`src/rtl/dmm_mem_responder.sv`:
```
`default_nettype none
// ============================================================================
// Module   : dmm_mem_responder
// Brief    : Memory-side responder for the dmm_unit request interface. Splits
//            one request (up to 32 bytes) into 32-bit beats on a single-port
//            word SRAM and returns a one-cycle done pulse plus read data.
//            Optional request statistics: define DMM_RESP_STATS_EN.
// Revision : 1.0 - initial release
// ============================================================================
module dmm_mem_responder #(
  parameter logic [31:0] BASE_ADDR  = 32'h7000_0000,
  parameter logic [31:0] MEM_WORDS  = 32'h0080_0000,
  parameter int          MEM_AW     = 23,
  parameter int          MEM_RD_LAT = 1
) (
  input  logic              clk,
  input  logic              rst,
  input  logic              req_strobe,
  input  logic [31:0]       req_addr,
  input  logic              req_rw,
  input  logic [255:0]      req_data,
  input  logic [7:0]        req_size,
  output logic              resp_done,
  output logic [255:0]      resp_data,
  output logic              resp_err,
  output logic              mem_en,
  output logic              mem_we,
  output logic [MEM_AW-1:0] mem_addr,
  output logic [3:0]        mem_be,
  output logic [31:0]       mem_wdata,
  input  logic [31:0]       mem_rdata,
  output logic [31:0]       stat_rd_cnt,
  output logic [31:0]       stat_wr_cnt
);

  typedef enum logic [2:0] {
    S_IDLE     = 3'd0,
    S_RD_ISSUE = 3'd1,
    S_RD_WAIT  = 3'd2,
    S_WR_ISSUE = 3'd3,
    S_DONE     = 3'd4
  } state_t;

  state_t r_state;
  state_t w_next;

  logic              w_accept;
  logic              w_err;
  logic              w_size_zero;
  logic              w_issue;
  logic              w_last_issue;
  logic              w_capture;
  logic              w_last_capture;
  logic [3:0]        w_nbeats;
  logic [3:0]        w_last_be;
  logic [29:0]       w_word_off;
  logic [32:0]       w_end;
  logic [31:0]       w_beat_word;

  logic              r_err;
  logic [3:0]        r_nbeats;
  logic [3:0]        r_last_be;
  logic [3:0]        r_beat;
  logic [3:0]        r_cap_cnt;
  logic [MEM_AW-1:0] r_word_base;
  logic [255:0]      r_wdata;
  logic [255:0]      r_rdata;
  logic [MEM_RD_LAT-1:0] r_cap_pipe;

  // Request decode: beat count and the range check use a 33-bit end word so
  // a request running past the top of the SRAM cannot wrap into range.
  assign w_accept    = (r_state == S_IDLE) && req_strobe;
  assign w_size_zero = (req_size == 8'd0);
  assign w_nbeats    = req_size[5:2] + {3'b000, |req_size[1:0]};
  assign w_word_off  = req_addr[31:2] - BASE_ADDR[31:2];
  assign w_end       = {3'b000, w_word_off} + {29'd0, w_nbeats};
  assign w_err       = (req_addr[1:0] != 2'b00) || (req_size > 8'd32) ||
                       (req_addr < BASE_ADDR) || (w_end > {1'b0, MEM_WORDS});

  // Byte enables of the final write beat: only the bytes still owed are set.
  always_comb begin
    w_last_be = 4'hF;
    case (req_size[1:0])
      2'b01:   w_last_be = 4'b0001;
      2'b10:   w_last_be = 4'b0011;
      2'b11:   w_last_be = 4'b0111;
      default: w_last_be = 4'hF;
    endcase
  end

  assign w_issue        = (r_state == S_RD_ISSUE) || (r_state == S_WR_ISSUE);
  assign w_last_issue   = w_issue && (r_beat == r_nbeats - 4'd1);
  assign w_capture      = r_cap_pipe[MEM_RD_LAT-1];
  assign w_last_capture = w_capture && (r_cap_cnt == r_nbeats - 4'd1);
  // Beat k lives at bits [255-32k -: 32], i.e. base offset 32*(7-k).
  assign w_beat_word    = r_wdata[{~r_beat[2:0], 5'b00000} +: 32];

  // State register; async reset aborts any request in flight.
  always_ff @(posedge clk or negedge rst) begin
    if (!rst) r_state <= S_IDLE;
    else      r_state <= w_next;
  end

  // Next-state and SRAM/response strobes.
  always_comb begin
    w_next    = r_state;
    mem_en    = 1'b0;
    mem_we    = 1'b0;
    mem_addr  = '0;
    mem_be    = 4'h0;
    mem_wdata = 32'h0;
    resp_done = 1'b0;
    resp_err  = 1'b0;
    case (r_state)
      S_IDLE: begin
        if (req_strobe) begin
          if (w_err || w_size_zero) w_next = S_DONE;
          else if (req_rw)          w_next = S_WR_ISSUE;
          else                      w_next = S_RD_ISSUE;
        end
      end
      S_RD_ISSUE: begin
        mem_en   = 1'b1;
        mem_addr = r_word_base + MEM_AW'(r_beat);
        mem_be   = 4'hF;
        if (w_last_issue) w_next = S_RD_WAIT;
      end
      S_RD_WAIT: begin
        if (w_last_capture) w_next = S_DONE;
      end
      S_WR_ISSUE: begin
        mem_en    = 1'b1;
        mem_we    = 1'b1;
        mem_addr  = r_word_base + MEM_AW'(r_beat);
        mem_be    = w_last_issue ? r_last_be : 4'hF;
        mem_wdata = w_beat_word;
        if (w_last_issue) w_next = S_DONE;
      end
      S_DONE: begin
        resp_done = 1'b1;
        resp_err  = r_err;
        w_next    = S_IDLE;
      end
      default: w_next = S_IDLE;
    endcase
  end

  // Request capture, beat/capture counters and read-data assembly.
  always_ff @(posedge clk or negedge rst) begin
    if (!rst) begin
      r_err       <= 1'b0;
      r_nbeats    <= 4'd0;
      r_last_be   <= 4'h0;
      r_beat      <= 4'd0;
      r_cap_cnt   <= 4'd0;
      r_word_base <= '0;
      r_wdata     <= '0;
      r_rdata     <= '0;
      r_cap_pipe  <= '0;
    end else begin
      r_cap_pipe[0] <= (r_state == S_RD_ISSUE);
      for (int i = 1; i < MEM_RD_LAT; i++) r_cap_pipe[i] <= r_cap_pipe[i-1];
      if (w_accept) begin
        r_err       <= w_err;
        r_nbeats    <= w_nbeats;
        r_last_be   <= w_last_be;
        r_beat      <= 4'd0;
        r_cap_cnt   <= 4'd0;
        r_word_base <= w_word_off[MEM_AW-1:0];
        r_wdata     <= req_data;
      end else begin
        if (w_issue) r_beat <= r_beat + 4'd1;
        if (w_capture) begin
          r_cap_cnt <= r_cap_cnt + 4'd1;
          // The first capture of a read also clears lanes the read won't fill.
          for (int k = 0; k < 8; k++) begin
            if (r_cap_cnt == 4'(k))        r_rdata[32*(7-k) +: 32] <= mem_rdata;
            else if (r_cap_cnt == 4'd0)    r_rdata[32*(7-k) +: 32] <= 32'h0;
          end
        end
      end
    end
  end

  assign resp_data = r_rdata;

`ifdef DMM_RESP_STATS_EN
  logic        r_rw;
  logic [31:0] r_stat_rd;
  logic [31:0] r_stat_wr;

  // Count successful requests (including size 0) in their done cycle.
  always_ff @(posedge clk or negedge rst) begin
    if (!rst) begin
      r_rw      <= 1'b0;
      r_stat_rd <= 32'd0;
      r_stat_wr <= 32'd0;
    end else begin
      if (w_accept) r_rw <= req_rw;
      if ((r_state == S_DONE) && !r_err) begin
        if (r_rw) r_stat_wr <= r_stat_wr + 32'd1;
        else      r_stat_rd <= r_stat_rd + 32'd1;
      end
    end
  end

  assign stat_rd_cnt = r_stat_rd;
  assign stat_wr_cnt = r_stat_wr;
`else
  assign stat_rd_cnt = 32'd0;
  assign stat_wr_cnt = 32'd0;
`endif

endmodule
`default_nettype wire
```
`config.mk`:
```
export PLATFORM = sky130hd
export DESIGN_NAME = dmm_mem_responder
export DESIGN_NICKNAME = d
export VERILOG_FILES = /design/src/rtl/dmm_mem_responder.sv
export SDC_FILE = /design/constraint.sdc
export NUM_CORES = 1
export LEC_CHECK = 0
export BUFFER_PORTS_ARGS = -buffer_cell sky130_fd_sc_hd__buf_4
export CAP_MARGIN = 30
export CORE_AREA = 2 2 280 282
export CTS_CLUSTER_SIZE = 40
export DETAILED_ROUTE_END_ITERATION = 16
export DIE_AREA = 0 0 282 284
export RECOVER_POWER = 50
export REMOVE_ABC_BUFFERS = 1
export SYNTH_ARGS = -nofsm -noshare
export SYNTH_HDL_FRONTEND = slang
export SYNTH_SLANG_ARGS = --single-unit
```
`constraint.sdc`:
```
create_clock -name clk -period 4.4 [get_ports clk]
set_input_delay 0.88 -clock clk [delete_from_list [all_inputs] [get_ports clk]]
set_output_delay 0.88 -clock clk [all_outputs]
set_load 0.005 [all_outputs]
```
==> metrics <==
cell at the slowest stage of the critical path sky130_fd_sc_hd__nor3b_1; Horiz. Die Dim 282 um; Detail Placement HPWL 58100 um; data arrival time of the critical path 3.06 ns; Post-synth EDFFs 0; Worst Path Max Fanout 4; Mapped Avg Cell Area 8.88 um2; cts bufs inserted 61; top cell types by occurrence after synthesis 1412 x sky130_fd_sc_hd__nand2_1, 556 x sky130_fd_sc_hd__dfrtp_1, 234 x sky130_fd_sc_hd__o21ai_0, 150 x sky130_fd_sc_hd__clkbuf_1, 82 x sky130_fd_sc_hd__nor2_1; Worst Setup Slack, final roughly 0.46 ns; number of cells after detailed placement 4416; CORE AREA 77000 um2; cell types occupying the most area after synthesis sky130_fd_sc_hd__dfrtp_1 54%, sky130_fd_sc_hd__nand2_1 21%, sky130_fd_sc_hd__mux4_2 5.6%, sky130_fd_sc_hd__o21ai_0 4.6%, sky130_fd_sc_hd__clkbuf_1 2.2%; count of vias placed by the detailed router 21.3k; Die Y-Extent 284 um; pin count of the biggest net entering global routing 182; Clock transition at path regs 0.06 ns; RR Startpoint r_state[1]$_DFFE_PN0P_; area share of the largest cell type after synthesis 0.544; total placed instance area 31300 um2; outcome finished, violations left; Tot GR Track Use 0.206; Worst Setup End Kind output port; total design power around 16 mW; origin of the worst min-delay path req_data[19]; wire length of the first global-routing pass 127000 um; post-route setup TNS 0 ns; RSZ-0062 raised after global routing no; capture instance of the worst register-to-register path resp_data[177]$_DFFE_PN0P_; max capacitance violation total 2; Clk Latency, worst-skew pair 0.63 ns; most used standard cell by instance count after synthesis sky130_fd_sc_hd__nand2_1; Worst Tran Pin Value 2.54 ns; Peak VDD IR approximately 0.33 mV; power density of the placed cells 494 nW/um2; post-synth design cell area 25600 um2; total leakage power 16.1 nW; PortBufs 650; critical path start-end classification flip-flop to output port; instance count of the mapped netlist 2881; Sinks on Clock Net 556; maximum level of the CTS H-tree 2; final design area excluding fillers between 30000 and 40000 um2; Layout Skew about 0.029 ns; residual DRC count 0; Fmax around 0.25 GHz; final non-filler cell total 4539; Pre-Repair DR Iteration Count 5; FFs w/ async S/R, synth 1.00; data required time at the worst endpoint ~3.5 ns; number of cells on the worst hold path 3; Initial Util 0.332; average vias per placed instance 4.70; drt total wl 83900 um; Nets 3795; number of hold violations in the final report 0; pre-CTS worst setup slack ~0.061 ns; RD Place Congestion 0.834; antenna violations before repair 15; Std-Cell Rows a little over 100; worst setup slack for register-to-register paths 0.91 ns; share of layout cells above drive strength 1 0.239; fin crit share 0.895; root buffer cell sky130_fd_sc_hd__clkbuf_16; failing checks capacitance limit, slew limit; number of flip-flops and latches in the synthesized netlist 556; count of cells resized by post-cts repair 0; setup violation total in the final timing report 0; CP Launch Type flip-flop; relative slew slack -0.692; die outline area 80100 um2; worst min-delay path endpoint r_wdata[19]$_DFFE_PN0P_; count of pins on the block boundary 715; worst stage delay on the critical path 0.63 ns; cell breakdown of the critical path ha_1, fa_1, a21o_1, a21oi_1, nor2b_1, nor3b_1, nand3_1, xor2_1, nor2_1, buf_4; dominant synthesized flop cell sky130_fd_sc_hd__dfrtp_1; pins over their slew limit 112; number of fill cells roughly 7.7k; via count of the first global-routing pass 21.2k; Max Root-Sink Buffers 3; clock tree from TritonCTS done; ANT nets after route 0; yosys synthesis warning count 0; part of the Yosys area used for sequential elements 0.544; Distinct cells, synth 64; Synth area leader sky130_fd_sc_hd__dfrtp_1; wire per inst about 18 um; number of buffers inserted by hold repair at cts 0; number of violations reported at the end of detailed-routing iteration 0 around 1.3k; signed area change from the synthesized netlist to the final layout 29.4%; cell count of the worst reg-to-reg path 7; worst hold path class input port to flip-flop; GRT overflow 0; number of buffers inserted by post-CTS setup repair 0; minimum clock period after layout 3.94 ns
final cells by class:
| type | count | area (um2) | area share |
|---|---|---|---|
| inverters | 12 | 45.0 | 0.00136 |
| flip-flops and latches | 556 | 13900 | 0.421 |
| repair buffers | 703 | 5140 | 0.155 |
| clock inverters | 28 | 299 | 0.00904 |
| diodes | 8 | 20.0 | 0.000605 |
| clock buffers | 85 | 1750 | 0.0528 |
| multi-input cells | 2107 | 10600 | 0.321 |
| well taps | 1040 | 1300 | 0.0393 |
kinds of logic (layout without fill, tap and decap cells):
group | count (synthesis) | count (layout) | share of synthesized area
fa+ha+maj | 22 | 22 | 0.0114
simple gates | 1598 | 1598 | 0.245
compound gates | 279 | 279 | 0.0597
other cells | 1 | 72 | 0.000147
xor+xnor | 46 | 46 | 0.0163
mux | 98 | 98 | 0.0697
buf+inv | 281 | 828 | 0.0533
flops | 556 | 556 | 0.544
cell usage in the layout (no fill, tap or decap), drive strengths merged, types with 21 or more instances in the layout:
cell type,n
mux4,64
xor2,28
nand2,1412
mux2i,34
dfrtp,556
o21ai,235
buf,531
conb,64
nor2,82
clkbuf,257
nand3,21
state kept, by name, summed over array words and instances (netlist names):
register / count
r_beat: 4
r_cap_cnt: 4
r_cap_pipe: 1
r_err: 1
r_last_be: 4
r_nbeats: 4
r_state: 3
r_wdata: 256
r_word_base: 23
resp_data: 256
where the power goes:
group	total [mW]	switching [mW]	internal, mW	leakage, nW
clock	5.20	2.18	3.01	1.01
sequential	7.38	0.863	6.52	6.91
combinational	3.78	2.15	1.63	8.14
total	16.4	5.19	11.2	16.1
worst max-delay path by stage:
stage          slack (ns)  depth (start not counted)                   from                   endpoint
3_3_place_gp          0.1                         16            req_size[0]     r_state[1]$_DFFE_PN0P_
3_5_place_dp         0.06                         16            req_size[0]     r_state[1]$_DFFE_PN0P_
5_1_grt              0.13                          3                    rst  resp_data[93]$_DFFE_PN0P_
6_report             0.46                         10  r_beat[0]$_DFFE_PN0P_               mem_addr[18]
2_1_floorplan       -8.85                          5             req_strobe   resp_data[0]$_DFFE_PN0P_
4_1_cts              0.43                         10  r_beat[0]$_DFFE_PN0P_               mem_addr[20]
per-layer routing:
metal / vias to the layer above / GRT usage / share of wire
li1: 10200 / - / -
met1: 10200 / 0.268 / 0.42
met2: 730 / 0.327 / 0.46
met3: 109 / 0.0636 / 0.093
met4: 14 / 0.0616 / 0.024
met5: - / 0 / 0.0012
worst max-delay path: cells and delay by family (launching register included):
| family | cells | cell delay (ns) |
|---|---|---|
| adders and majority gates | 2 | 0.39 |
| DFF | 1 | 0.43 |
| xor gates and xnor gates | 1 | 0.17 |
| buffers and inverters | 1 | 0.13 |
| AOI/OAI and AO/OA | 2 | 0.20 |
| and+or+nand+nor | 4 | 1.12 |
stage by stage:
step | util | hold WS, ns
6_report | 0.430 | 0.433
3_3_place_gp | 0.406 | 0.453
4_1_cts | 0.433 | 0.286
2_1_floorplan | - | 0.435
5_1_grt | 0.430 | 0.403
3_5_place_dp | 0.406 | 0.454
No activity file was read; power rests on OpenSTA's default activity.
